### src/rtl/capture_pkg.sv
// Shared types and constants for the camera frame capture block.
package capture_pkg;

   typedef enum logic [1:0] {
      IDLE     = 2'd0,
      WAIT_SOF = 2'd1,
      CAPTURE  = 2'd2
   } state_t;

   localparam int SYNC_STAGES_DEF = 2;
   localparam int LINE_W          = 16;

endpackage

### src/rtl/frame_capture_sync_edge.sv
// N-stage synchroniser for one camera control line, with
// single-clk rise/fall pulses taken off the last stage.
module sync_edge #(
   parameter int STAGES = 2
) (
   input  logic clk,
   input  logic reset,
   input  logic d,
   output logic level,
   output logic rise,
   output logic fall
);

   logic [STAGES-1:0] sync_q, sync_d;
   logic              prev_q, prev_d;

   always_comb begin
      sync_d = {sync_q[STAGES-2:0], d};
      prev_d = sync_q[STAGES-1];
   end

   always_ff @(posedge clk or negedge reset) begin
      if (!reset) begin
         sync_q <= '0;
         prev_q <= 1'b0;
      end else begin
         sync_q <= sync_d;
         prev_q <= prev_d;
      end
   end

   assign level = sync_q[STAGES-1];
   assign rise  = level & ~prev_q;
   assign fall  = ~level & prev_q;

endmodule

### src/rtl/frame_capture.sv
// DVP camera capture: synchronises the bus, packs bytes into
// pixel words and streams them into a frame buffer RAM.
module frame_capture
   import capture_pkg::*;
#(
   parameter logic VSYNC_ACTIVE    = 1'b0,
   parameter logic HREF_ACTIVE     = 1'b1,
   parameter int   DATA_W          = 8,
   parameter int   BYTES_PER_PIXEL = 2,
   parameter int   ADDR_W          = 17,
   parameter int   DEPTH           = 76800,
   parameter int   SYNC_STAGES     = SYNC_STAGES_DEF
) (
   input  logic                        clk,
   input  logic                        reset,
   input  logic                        pixel_clk,
   input  logic                        vsync,
   input  logic                        hsync,
   input  logic [DATA_W-1:0]           data_in,
   input  logic                        arm,
   input  logic                        continuous,
   output logic [ADDR_W-1:0]           addr_out,
   output logic [DATA_W*BYTES_PER_PIXEL-1:0] data_out,
   output logic                        WE,
   output logic                        frame_done,
   output logic                        busy,
   output logic                        overflow,
   output logic [LINE_W-1:0]           line_count,
   output logic [ADDR_W-1:0]           pixel_count
);

   localparam int PIX_W = DATA_W * BYTES_PER_PIXEL;
   localparam logic [ADDR_W:0] DEPTH_L = (ADDR_W+1)'(DEPTH);
   localparam logic [1:0] LAST_PH = 2'(BYTES_PER_PIXEL - 1);

   logic p_level, p_rise, p_fall;
   logic v_level, v_rise, v_fall;
   logic h_level, h_rise, h_fall;

   sync_edge #(.STAGES(SYNC_STAGES)) u_pclk (
      .clk(clk), .reset(reset), .d(pixel_clk),
      .level(p_level), .rise(p_rise), .fall(p_fall)
   );

   sync_edge #(.STAGES(SYNC_STAGES)) u_vsync (
      .clk(clk), .reset(reset), .d(vsync),
      .level(v_level), .rise(v_rise), .fall(v_fall)
   );

   sync_edge #(.STAGES(SYNC_STAGES)) u_href (
      .clk(clk), .reset(reset), .d(hsync),
      .level(h_level), .rise(h_rise), .fall(h_fall)
   );

   logic unused_sync;
   assign unused_sync = &{1'b0, p_level, p_fall, v_level};

   logic [DATA_W-1:0] dly_q [SYNC_STAGES];
   logic [DATA_W-1:0] dly_d [SYNC_STAGES];

   always_comb begin
      dly_d[0] = data_in;
      for (int i = 1; i < SYNC_STAGES; i++) begin
         dly_d[i] = dly_q[i-1];
      end
   end

   logic sample, sof, eof, line_end;

   assign sample   = p_rise & (h_level == HREF_ACTIVE);
   assign sof      = VSYNC_ACTIVE ? v_fall : v_rise;
   assign eof      = VSYNC_ACTIVE ? v_rise : v_fall;
   assign line_end = HREF_ACTIVE ? h_fall : h_rise;

   state_t              state_q, state_d;
   logic [1:0]          phase_q, phase_d;
   logic [PIX_W-1:0]    shift_q, shift_d;
   logic [ADDR_W-1:0]   addr_q, addr_d;
   logic [LINE_W-1:0]   line_q, line_d;
   logic                ovf_q, ovf_d;
   logic [ADDR_W-1:0]   pcnt_q, pcnt_d;
   logic                we_q, we_d;
   logic [PIX_W-1:0]    dout_q, dout_d;
   logic                done_q, done_d;

   logic [PIX_W-1:0]    word;
   logic [ADDR_W-1:0]   addr_eff;
   logic                full;

   // The address bump trails WE by one clk; look through it.
   assign addr_eff = addr_q + ADDR_W'(we_q);
   assign full     = ({1'b0, addr_eff} >= DEPTH_L);
   assign word     = (shift_q << DATA_W)
                   | PIX_W'(dly_q[SYNC_STAGES-1]);

   always_comb begin
      state_d = state_q;
      phase_d = phase_q;
      shift_d = shift_q;
      addr_d  = we_q ? addr_q + ADDR_W'(1) : addr_q;
      line_d  = line_q;
      ovf_d   = ovf_q;
      pcnt_d  = pcnt_q;
      we_d    = 1'b0;
      dout_d  = dout_q;
      done_d  = 1'b0;

      unique case (state_q)
         IDLE: begin
            if (arm) state_d = WAIT_SOF;
         end
         WAIT_SOF: begin
            if (sof) begin
               addr_d  = '0;
               line_d  = '0;
               ovf_d   = 1'b0;
               phase_d = '0;
               shift_d = '0;
               state_d = CAPTURE;
            end
         end
         CAPTURE: begin
            if (sample) begin
               shift_d = word;
               if (phase_q == LAST_PH) begin
                  phase_d = '0;
                  if (full) begin
                     ovf_d = 1'b1;
                  end else begin
                     we_d   = 1'b1;
                     dout_d = word;
                  end
               end else begin
                  phase_d = phase_q + 2'd1;
               end
            end
            if (line_end) begin
               line_d  = line_q + LINE_W'(1);
               phase_d = '0;
            end
            if (eof) begin
               done_d  = 1'b1;
               pcnt_d  = addr_eff;
               state_d = continuous ? WAIT_SOF : IDLE;
            end
         end
         default: state_d = IDLE;
      endcase
   end

   always_ff @(posedge clk or negedge reset) begin
      if (!reset) begin
         state_q <= IDLE;
         phase_q <= '0;
         shift_q <= '0;
         addr_q  <= '0;
         line_q  <= '0;
         ovf_q   <= 1'b0;
         pcnt_q  <= '0;
         we_q    <= 1'b0;
         dout_q  <= '0;
         done_q  <= 1'b0;
         for (int i = 0; i < SYNC_STAGES; i++) begin
            dly_q[i] <= '0;
         end
      end else begin
         state_q <= state_d;
         phase_q <= phase_d;
         shift_q <= shift_d;
         addr_q  <= addr_d;
         line_q  <= line_d;
         ovf_q   <= ovf_d;
         pcnt_q  <= pcnt_d;
         we_q    <= we_d;
         dout_q  <= dout_d;
         done_q  <= done_d;
         for (int i = 0; i < SYNC_STAGES; i++) begin
            dly_q[i] <= dly_d[i];
         end
      end
   end

   assign addr_out    = addr_q;
   assign data_out    = dout_q;
   assign WE          = we_q;
   assign frame_done  = done_q;
   assign busy        = (state_q != IDLE);
   assign overflow    = ovf_q;
   assign line_count  = line_q;
   assign pixel_count = pcnt_q;

endmodule

### config.mk
export PLATFORM = sky130hd
export DESIGN_NAME = frame_capture
export DESIGN_NICKNAME = d
export VERILOG_FILES = /design/src/rtl/capture_pkg.sv /design/src/rtl/frame_capture_sync_edge.sv /design/src/rtl/frame_capture.sv
export SDC_FILE = /design/constraint.sdc
export NUM_CORES = 1
export LEC_CHECK = 0
export CAP_MARGIN = 20
export CORE_MARGIN = 2
export CORE_UTILIZATION = 52
export DETAILED_ROUTE_END_ITERATION = 12
export PLACE_DENSITY = 0.8
export SYNTH_ARGS = -nofsm -noshare
export SYNTH_HDL_FRONTEND = slang
export SYNTH_HIERARCHICAL = 1
export SYNTH_SLANG_ARGS = --single-unit
export TNS_END_PERCENT = 100
### constraint.sdc
create_clock -name clk -period 3.5 [get_ports clk]
set_clock_uncertainty 0.2 [all_clocks]
set_input_delay 0.35 -clock clk [delete_from_list [all_inputs] [get_ports clk]]
set_output_delay 0.35 -clock clk [all_outputs]
set_load 0.02 [all_outputs]
Word level (Yosys, flattened, before mapping)
Cells that the tools add are included.
- flip-flop bits (word level): 106
- bits of input ports: 15
- output and inout port bits: 70
- word-level logic and storage cells: 84
- $add $sub $neg: 4
- magnitude comparators: 1
- equal/unequal tests: 11
- multiplexer cells: 29
- bitwise gates (word level): 11
- reductions and logical operators: 10
- operators with widths (operator ; count):
    17-bit 2-to-1 mux ; 3
    16-bit 2-to-1 mux ; 2
    16-bit case mux with 2 select lines ; 1
    17-bit by 1-bit adder with 17-bit output ; 1
    17-bit by 1-bit adder with 17-bit output (second input constant) ; 1
    17-bit greater-or-equal comparator (second input constant) ; 1
    16-bit by 1-bit adder with 16-bit output (second input constant) ; 1
    16-bit by 8-bit OR with 16-bit output ; 1
    8-bit case mux with 2 select lines ; 1
    2-bit 2-to-1 mux ; 7
    2-bit != test (second input constant) ; 7
    3-bit AND reduction ; 4
    1-bit 2-to-1 mux ; 11
    8-bit 2-to-1 mux ; 1
    2-bit case mux with 3 select lines ; 1
    1-bit bitwise AND ; 5
    1-bit inverter ; 5
    5-bit AND reduction ; 1
    2-bit by 1-bit equality test with 1-bit output (second input constant) ; 2
    2-bit case mux with 2 select lines ; 1
    4-bit AND reduction ; 1
    2-bit nonzero test ; 2
    3-bit != test (second input constant) ; 1
    2-bit by 1-bit adder with 2-bit output (second input constant) ; 1
    other kinds (4) ; 4

Depth between registers and ports, before layout
- word-level depth: 6
- depth in mapped cells: 9
- gate-level depth less buffers: 7

Modules after synthesis
The synthesis kept the hierarchy.
- by module, submodules not included (module ; times used ; cells an instance ; area an instance (µm²) ; seq. area each (µm²)):
    frame_capture ; 1 ; 376 ; 4267.8 ; 2427.3
    sync_edge ; 3 ; 5 ; 90.1 ; 75.1

Worst setup path after synthesis
OpenSTA, ideal clock, no wires.
- kind: register to register
- from: register we_q, in the netlist WE
- to: register dout_q[10], in the netlist data_out[10]
- setup time: 125 ps
- arrival: 2394 ps
- required time: 3175 ps
- slack: 781 ps
- stages on the path, launching flop included: 9
- path buffers: 1
- clock period less this slack: 2719 ps
- path through: dfrtp_1 > ha_1 > nand4_2 > or3_2 > o21ai_2 > o211ai_2 > nand2_4 > buf_12 > mux2_4
- longest elaborated chain between the ends: 4
- RTL lines (what ; RTL line ; text):
    start: declaration ; frame_capture.sv:82 ; logic we_q, we_d;
    start signal: assignment ; frame_capture.sv:174 ; we_q <= we_d;
    17-bit by 1-bit adder with 17-bit output ; frame_capture.sv:91 ; assign addr_eff = addr_q + ADDR_W'(we_q);
    17-bit greater-or-equal comparator ; frame_capture.sv:92 ; assign full = ({1'b0, addr_eff} >= DEPTH_L);
    1-bit inverter (no source line) ; - ;
    4-bit AND reduction (no source line) ; - ;
    end signal: assignment ; frame_capture.sv:175 ; dout_q <= dout_d;
    end: declaration ; frame_capture.sv:83 ; logic [PIX_W-1:0] dout_q, dout_d;
Every way passes these cells.
A chain may end at the register's enable or synchronous reset.

Worst setup path in the final report
- from: register we_q, in the netlist WE
- to: register dout_q[1], in the netlist data_out[1]
Same word-level chain as after synthesis.

==> run_summary.xml <==
<?xml version="1.0" encoding="UTF-8"?>
<metrics>
  <group name="outcome">
    <metric name="run_status" unit="">finished clean</metric>
  </group>
  <group name="clock_network">
    <metric name="ctsRootBufferMaster" unit="">sky130_fd_sc_hd__clkbuf_8</metric>
    <metric name="cts_buffers" unit="">9</metric>
    <metric name="clk_pin_slew_worst_paths" unit="ns">0.11</metric>
    <metric name="clock_path_buffers" unit="">2</metric>
    <metric name="clock_insertion_delay_worst_skew" unit="ns">0.36</metric>
    <metric name="htree_levels" unit="">3</metric>
    <metric name="tritoncts" unit="">yes</metric>
    <metric name="cts_resized" unit="">0</metric>
    <metric name="post-cts-setup-buffer-count" unit="">0</metric>
    <metric name="tritoncts_num_sinks" unit="">106</metric>
  </group>
  <group name="routing">
    <metric name="drtPass1Iterations" unit="">4</metric>
    <metric name="average_vias_per_placed_instance" unit="">5.19</metric>
    <metric name="route.final.wire_length" unit="mm">8.76</metric>
    <metric name="drt_iter0_markers" unit="">153</metric>
    <metric name="vias" unit="">3018</metric>
    <metric name="routedWlPerCell" unit="um">15.0</metric>
    <metric name="antenna_violating_nets_post_route" unit="">0</metric>
    <metric name="drc_errors" unit="">0</metric>
  </group>
  <group name="hold_path">
    <metric name="min_to" unit="">dly_q[3]$_DFF_PN0_</metric>
    <metric name="holdPathStages" unit="">0</metric>
    <metric name="start_point_of_the_worst_min_delay_path" unit="">dly_d[3]$_DFF_PN0_</metric>
    <metric name="holdCritPathClass" unit="">flop to flop</metric>
  </group>
  <group name="yosys">
    <metric name="synth_nets" unit="">408</metric>
    <metric name="mappedNetlistArea" unit="mm^2">0.00452</metric>
    <metric name="postSynthCellCount" unit="">389</metric>
    <metric name="synth_area_per_cell" unit="um^2">11.6</metric>
    <metric name="synth.yosys.warnings" unit="">6</metric>
  </group>
  <group name="power">
    <metric name="pwr-share-seq" unit="%">57.6</metric>
    <metric name="ir_worst_vdd" unit="mV">0.271</metric>
    <metric name="power.switching_fraction" unit="%">27.0</metric>
    <metric name="p_int" unit="W">0.00169</metric>
    <metric name="power.density_cell_area" unit="mW/mm^2">414</metric>
    <metric name="combPwrFrac" unit="%">12.0</metric>
    <metric name="power.switching" unit="W">0.000627</metric>
    <metric name="clockPowerShare" unit="%">30.4</metric>
    <metric name="leakagePower" unit="nW">2.49</metric>
  </group>
  <group name="final_layout">
    <metric name="area_growth_syn_to_layout" unit="%">23.7</metric>
    <metric name="num-nets-final" unit="">488</metric>
    <metric name="n_antenna_cell" unit="">0</metric>
    <metric name="post_route_cells_drive_above_1_share" unit="%">11.2</metric>
    <metric name="stdcell_count" unit="">582</metric>
  </group>
  <group name="place">
    <metric name="hpwlAfterDp" unit="mm">6.27</metric>
    <metric name="buffer_ports.inserted" unit="">84</metric>
    <metric name="dp.cells" unit="">565</metric>
    <metric name="gp_congestion" unit="">0.888</metric>
    <metric name="dpl_worst_slack" unit="ns">0.671</metric>
  </group>
  <group name="worst_setup_path">
    <metric name="worst-path-max-fanout" unit="">17</metric>
    <metric name="reg2regPathDepth" unit="">7</metric>
    <metric name="end_kind" unit="">flop</metric>
    <metric name="worst_setup_path_start_kind" unit="">flop</metric>
    <metric name="regToRegEndpoint" unit="">data_out[1]$_DFFE_PN0P_</metric>
    <metric name="crit_chain" unit="">ha_1, nand4_2, or3_2, o21ai_2, o211ai_2, nand2_4, mux2_2</metric>
    <metric name="critPathArrivalTime" unit="ns">2.92</metric>
    <metric name="r2r_start" unit="">WE$_DFF_PN0_</metric>
    <metric name="ff2ff_setup_slack" unit="ns">0.64</metric>
    <metric name="slowest_delay" unit="ns">0.54</metric>
    <metric name="timing.critical_path.slowest_stage_cell" unit="">sky130_fd_sc_hd__or3_2</metric>
    <metric name="critPathRequiredTime" unit="ns">3.55</metric>
    <metric name="timing.setup.critical_path_class" unit="">flop to flop</metric>
  </group>
  <group name="sta">
    <metric name="timing.slew.headroom" unit="%">42.8</metric>
    <metric name="worst_slack" unit="ns">0.636</metric>
    <metric name="totalNegativeSetupSlack" unit="ns">0</metric>
    <metric name="hold_violation_total_from_the_final_report" unit="">0</metric>
    <metric name="final.period_utilization" unit="%">81.8</metric>
    <metric name="fmax" unit="MHz">349</metric>
    <metric name="rsz0062_at_grt" unit="">no</metric>
    <metric name="final_max_slew_viol_count" unit="">0</metric>
    <metric name="worst_pin_slew" unit="ns">0.856</metric>
    <metric name="final_period_minus_worst_setup_slack" unit="ns">2.86</metric>
    <metric name="timing.final.setup_violations" unit="">0</metric>
  </group>
  <group name="floorplan">
    <metric name="floorplan.die_area" unit="mm^2">0.00946</metric>
    <metric name="coreArea" unit="mm^2">0.00859</metric>
    <metric name="std_cell_rows" unit="">34</metric>
    <metric name="die_height" unit="um">97.3</metric>
    <metric name="die_width" unit="um">97.3</metric>
    <metric name="initial_core_util" unit="%">52.6</metric>
    <metric name="design.portCount" unit="">85</metric>
  </group>
  <group name="global_route">
    <metric name="track_usage" unit="%">18.9</metric>
    <metric name="number_of_antenna_violations_at_the_first_check_in_global_routing" unit="">0</metric>
    <metric name="global_route_wire_length_before_repair" unit="mm">14.3</metric>
    <metric name="grt_max_degree" unit="">60</metric>
    <metric name="vias_in_the_first_global_route" unit="">2913</metric>
    <metric name="grt_overflow" unit="">0</metric>
  </group>
  <group name="run">
    <metric name="maxCapViolCount" unit="">0</metric>
  </group>
</metrics>
==> state kept, by name, summed over array words and instances (netlist names) <==
| signal | flops |
|---|---|
| addr_out | 17 |
| pixel_count | 17 |
| data_out | 16 |
| line_count | 16 |
| dly_d | 8 |
| dly_q | 8 |
| shift_q | 8 |
| phase_q | 2 |
| state_q | 2 |
| u_href/sync_q | 2 |
| u_pclk/sync_q | 2 |
| u_vsync/sync_q | 2 |
| WE | 1 |
| frame_done | 1 |
| overflow | 1 |
| u_href/prev_q | 1 |
| u_pclk/prev_q | 1 |
| u_vsync/prev_q | 1 |
==> repair_timing <==
action	CTS	global route
endpoints found under the setup margin	0	0
endpoints found under the hold margin	47	0
hold buffers	1	0
==> placed cells by master (no fill, tap or decap), drive strengths merged <==
master         count
a22o               2
mux2i              3
a31oi              2
nand3             13
o211a              1
inv                5
and2b              2
clkinvlp           2
nand2b             1
o2111a             1
o22ai              1
dlygate4sd3        1
nor3               1
or3                4
ha                 4
clkbuf             9
nor2              38
or2                2
o41ai              1
xor2              27
a21oi              5
and3               4
nand3b             1
o31ai              1
nand4             11
nor4               6
mux2              18
o211ai             2
nor2b              4
buf                5
and3b              2
nor4b              1
nand2             53
clkdlybuf4s50     83
and4               2
xnor2             15
o21ai             30
dfrtp            106
and2               2
clkinv             3
==> how the worst max path moves through the flow <==
stage                            start                  endpoint  slack [ns]  depth (start not counted)
after detailed placement  WE$_DFF_PN0_   data_out[4]$_DFFE_PN0P_        0.67                          7
final                     WE$_DFF_PN0_   data_out[1]$_DFFE_PN0P_        0.64                          7
after global routing      WE$_DFF_PN0_   data_out[1]$_DFFE_PN0P_        0.47                          7
after floorplan           WE$_DFF_PN0_  data_out[10]$_DFFE_PN0P_        0.78                          8
after CTS                 WE$_DFF_PN0_   data_out[1]$_DFFE_PN0P_        0.65                          7
after global placement    WE$_DFF_PN0_   data_out[6]$_DFFE_PN0P_        0.74                          7
==> worst max-delay path, delay by kind of cell, from the launching register on <==
family | cells | cell delay, ns
adder cells (fa/ha/maj) | 1 | 0.31
flip-flops | 1 | 0.49
multiplexers | 1 | 0.38
AND/OR/NAND/NOR | 3 | 1.10
AO/OA/AOI/OAI | 2 | 0.27
==> area by class of cell <==
cell class,count,area (um^2)
repair buffers,89,891
well taps,108,135
clock buffers,9,124
inverters,3,11.3
flip-flops and latches,106,2650
clock inverters,7,65.1
fillers,666,3000
multi-input cells,260,1720
==> per-layer routing <==
layer	GRT usage (%)	share of wire [%]
met1	26.4	46
met2	29.4	48
met3	3.67	3.9
met4	8.12	1.7
met5	0	0
==> power by group through the flow <==
stage	sequential (W)	combinational [W]	clock (W)
2_1_floorplan	0.00139	0.000106	0
3_3_place_gp	0.00136	0.000272	0
3_5_place_dp	0.00136	0.000280	0
4_1_cts	0.00134	0.000282	0.000730
5_1_grt	0.00135	0.000300	0.000786
6_report	0.00134	0.000278	0.000705
==> metrics by stage <==
step                hold WS (ns)  util [%]  power, W  area [um^2]
floorplan                 -0.146         -   0.00149         4520
global placement           0.132      62.8   0.00163         5400
detailed placement         0.136      62.8   0.00164         5400
CTS                        0.156      65.1   0.00235         5600
global route               0.169      65.1   0.00243         5600
finish                     0.146      65.1   0.00232         5600
(Power assumes the default switching activity.)
==> RTL change 1 (same flow settings) <==
`BYTES_PER_PIXEL`: 2 -> 1.
--- a/src/rtl/frame_capture.sv
+++ b/src/rtl/frame_capture.sv
@@ -8,3 +8,3 @@
    parameter int   DATA_W          = 8,
-   parameter int   BYTES_PER_PIXEL = 2,
+   parameter int   BYTES_PER_PIXEL = 1,
    parameter int   ADDR_W          = 17,
Interface: changed (resized data_out); port bits go from 85 to 77. The function was not compared with the original's and may differ.
==> RTL change 1 against the original RTL <==
First-iteration DRC count grew 13%. Power shrank 1.5%. Sequential share of layout area down 2.7 points. Non-clock buffer count decreased by 7. Synthesized area down 12%. Highest routed layer unchanged. Cell area fell by 9.9%. Sequential power fell by 13%. Routed wire length fell by 2.3%. Worst setup slack got worse by 32 ps. Final cell count is 6.5% lower. Sequential cell count decreased by 16. Hold slack better by 8.9 ps.
==> RTL change 1: results (changes against the original RTL) <==
- Status: finished, final reports clean (unchanged)
- Worst-path fanout max: 14 (was 17)
- Pleak: 2.207 nW (was 2.487 nW)
- Place WS: 582.6 ps (was 670.7 ps)
- Inverters: 8 (was 3)
- Largest net degree at the start of global routing: 91 (was 60)
- First-pass GRT wire length: 14.48 mm (was 14.28 mm)
- CTS sink count: 90 (was 106)
- Wirelength, routed: 8.559 mm (was 8.757 mm)
- Total track usage: 22.00% (was 18.93%)
- Layout cells sized above 1: 10.11% (was 11.18%)
- Initial DRC Count: 173 (was 153)
- Vias in the first global route: 2898 (was 2913)
- Footprint of the multi-input gates: 1587 um2 (was 1718 um2)
- FF/Latch Area: 2252 um2 (was 2653 um2)
- Non-clk buf share: 16.38% (was 15.92%)
- Port Buf Inserts: 76 (was 84)
- Clk tree area frac: 4.418% (was 3.376%)
- Signal buffers: 82 (was 89)
- Final net count: 461 (was 488)
- Internal: 1.682 mW (was 1.692 mW)
- Multi-input gates: 249 (was 260)
- Clk slew on worst S/H paths: 90 ps (was 110 ps)
- Peak VDD IR: 0.0002925 V (was 0.0002713 V)
- Drt via density: 5.381 (was 5.186)
- Filler instances: 566 (was 666)
- Worst-margin pin slew: 489.0 ps (was 855.8 ps)
==> RTL change 1: power by group through the flow <==
stage               registers, mW  logic, mW  clock network (mW)
floorplan                    1.23      0.101                   0
global placement             1.17      0.323                   0
detailed placement           1.18      0.333                   0
CTS                          1.16      0.334               0.804
global route                 1.17      0.362               0.846
finish                       1.16      0.334               0.791
==> RTL change 1: per-layer routing <==
layer,vias up,part of all wire [%],track usage (%),routed length (um)
li1,1403,-,-,-
met1,1429,46,31.81,3922
met2,80,47,33.39,4065
met3,15,4.5,3.237,383
met4,0,2.2,8.965,187
met5,-,0,0,0
==> RTL change 1: through the flow <==
step           cells  utilization [%]  hold WS [ps]  instance area [um2]
5_1_grt          544            68.77         161.8                 5041
6_report         544            68.77         154.8                 5041
2_1_floorplan    366                -        -145.6                 3989
3_5_place_dp     526            65.22         135.5                 4781
3_3_place_gp     526            65.22         134.0                 4781
4_1_cts          542            68.25         29.75                 5004
==> RTL change 1: critical path: stages (launching register included) <==
cell and delay (ps):
dfrtp_1 610, nand4_1 280, or4_1 600, a21boi_0 150
a311o_1 360, o211ai_4 200, mux2_2 380
==> RTL change 1: final timing paths <==
path | startpoint | endpoint | slack, ps | cells after the start
max reg2reg | addr_out[1] | data_out[6] | 600 | 6
max in group asynchronous | reset | pixel_count[6] | 2280 | 3
min in group asynchronous | reset | word[5] | 190 | 2
min reg2reg | u_pclk/sync_q[0] | u_pclk/sync_q[1] | 150 | 0
max | addr_out[1] | data_out[6] | 600 | 6
min | u_pclk/sync_q[0] | u_pclk/sync_q[1] | 150 | 0
==> RTL change 2 (same flow settings) <==
Made on the original files. `shift_q`, `addr_q` and `dout_q` no longer have a reset.
--- a/src/rtl/frame_capture.sv
+++ b/src/rtl/frame_capture.sv
@@ -154,4 +154,2 @@
          phase_q <= '0;
-         shift_q <= '0;
-         addr_q  <= '0;
          line_q  <= '0;
@@ -160,3 +158,2 @@
          we_q    <= 1'b0;
-         dout_q  <= '0;
          done_q  <= 1'b0;
@@ -168,4 +165,2 @@
          phase_q <= phase_d;
-         shift_q <= shift_d;
-         addr_q  <= addr_d;
          line_q  <= line_d;
@@ -174,3 +169,2 @@
          we_q    <= we_d;
-         dout_q  <= dout_d;
          done_q  <= done_d;
@@ -180,2 +174,8 @@
       end
+   end
+
+   always_ff @(posedge clk) begin
+      shift_q <= shift_d;
+      addr_q  <= addr_d;
+      dout_q  <= dout_d;
    end
Function: changed (Yosys sat finds a counterexample within 10 cycles, from zero or initial values and one cycle with reset low; the reset may be asserted at any time).
==> RTL change 2 against the original RTL <==
Worst setup slack got worse by 10 ps. Count of clock-buffer cells in the layout unchanged. Global-route usage increased by 0.36 points. Sequential cell count unchanged. Cell area down 3.1%. Routed wire length down 6.3%. Synthesized area fell by 4.0%. Power shrank 3.8%. Critical path type unchanged. Largest power group unchanged.
==> RTL change 2: results (changes against the original RTL) <==
- Yosys Warn Count: 6 (unchanged)
- Hpwl dp: 5.874 mm (was 6.265 mm)
- Worst r2r path cells: 6 (was 7)
- Worst setup margin: 625.8 ps (was 636.1 ps)
- Max clock buf depth: 2 (unchanged)
- Power, Total: 2.230 mW (was 2.319 mW)
- Combinational Power Share: 7.2% (was 12.0%)
- Slew HR: 56.78% (was 42.81%)
- Final net count: 473 (was 488)
- Worst-Skew Late Latency: 380 ps (was 360 ps)
- Reg-to-reg startpoint: WE (unchanged)
- Inserted Diodes: 0 (unchanged)
- Hold-fix buffers, CTS: 1 (unchanged)
- Slowest CP cell: o211a_1 (was or3_2)
- H-tree lvl count: 3 (unchanged)
- Pleak: 2.081 nW (was 2.487 nW)
- Sequential share of power: 59.9% (was 57.6%)
- CP Launch Type: register (unchanged)
- Clock Tree Root: clkbuf_8 (unchanged)
- Total track usage: 19.29% (was 18.93%)
- Synth Instances: 378 (was 389)
- Worst Hold Launch: dly_d[3] (unchanged)
- Place WS: 642.0 ps (was 670.7 ps)
- Layout cells sized above 1: 8.279% (was 11.18%)
- Status: finished, final reports clean (unchanged)
- Vias in the first global route: 2697 (was 2913)
- Port Buf Inserts: 84 (unchanged)
- Hold depth: 0 (unchanged)
- CP top delay family: compound AO/OA/AOI/OAI gates (was simple AND/OR/NAND/NOR gates)
- CTS Buf Count: 9 (unchanged)
- CP Capture Point: data_out[12] (was data_out[1])
- Post-cts resize count: 0 (unchanged)
- Initial DRC Count: 124 (was 153)
- Hold Path End: dly_q[3] (unchanged)
- Pre-antenna DRT Iters: 4 (unchanged)
- Peak VDD IR: 0.0002379 V (was 0.0002713 V)
- RD Place Congestion: 0.8760 (was 0.8882)
- Routed wire per std cell: 14.54 um (was 15.05 um)
- Worst path arrival time: 2700 ps (was 2920 ps)
- Max incr delay on CP: 570 ps (was 540 ps)
- First-pass GRT wire length: 13.25 mm (was 14.28 mm)
- Post-Syn Nets: 397 (was 408)
- Largest net degree at the start of global routing: 48 (was 60)
- Initial antenna violation count: 0 (unchanged)
- Drt via density: 5.280 (was 5.186)
- Worst-path fanout max: 16 (was 17)
- Setup Buffers After CTS: 0 (unchanged)
- Vias: 2978 (was 3018)
- Clk slew on worst S/H paths: 100 ps
- Post-placement cell count: 547 (was 565)
- Filler instances: 630 (was 666)
- Sw Pwr: 0.5714 mW (was 0.6272 mW)
## RTL change 2: metrics by stage
| step | hold slack (ps) | cell area, um2 |
|---|---|---|
| global route | 167.6 | 5423 |
| global placement | 106.6 | 5209 |
| floorplan | -145.6 | 4340 |
| detailed placement | 116.3 | 5209 |
| CTS | 162.3 | 5423 |
| finish | 158.5 | 5423 |
## RTL change 2: cell type report
cell class              instances  area [um2]  area share, %
clock inverters                 7       80.08          1.477
flip-flops and latches        106        2688          49.56
inverters                       8       30.03         0.5538
multi-input cells             241        1501          27.69
repair buffers                 88       868.3          16.01
well taps                     105       131.4          2.423
clock buffers                   9       123.9          2.284
## RTL change 2: metal layers
layer	routed length [um]	global-route usage [%]	share of wire (%)
met1	3754	26.18	46
met2	3902	29.93	48
met3	388	5.455	4.7
met4	157	6.763	1.9
met5	0	0	0
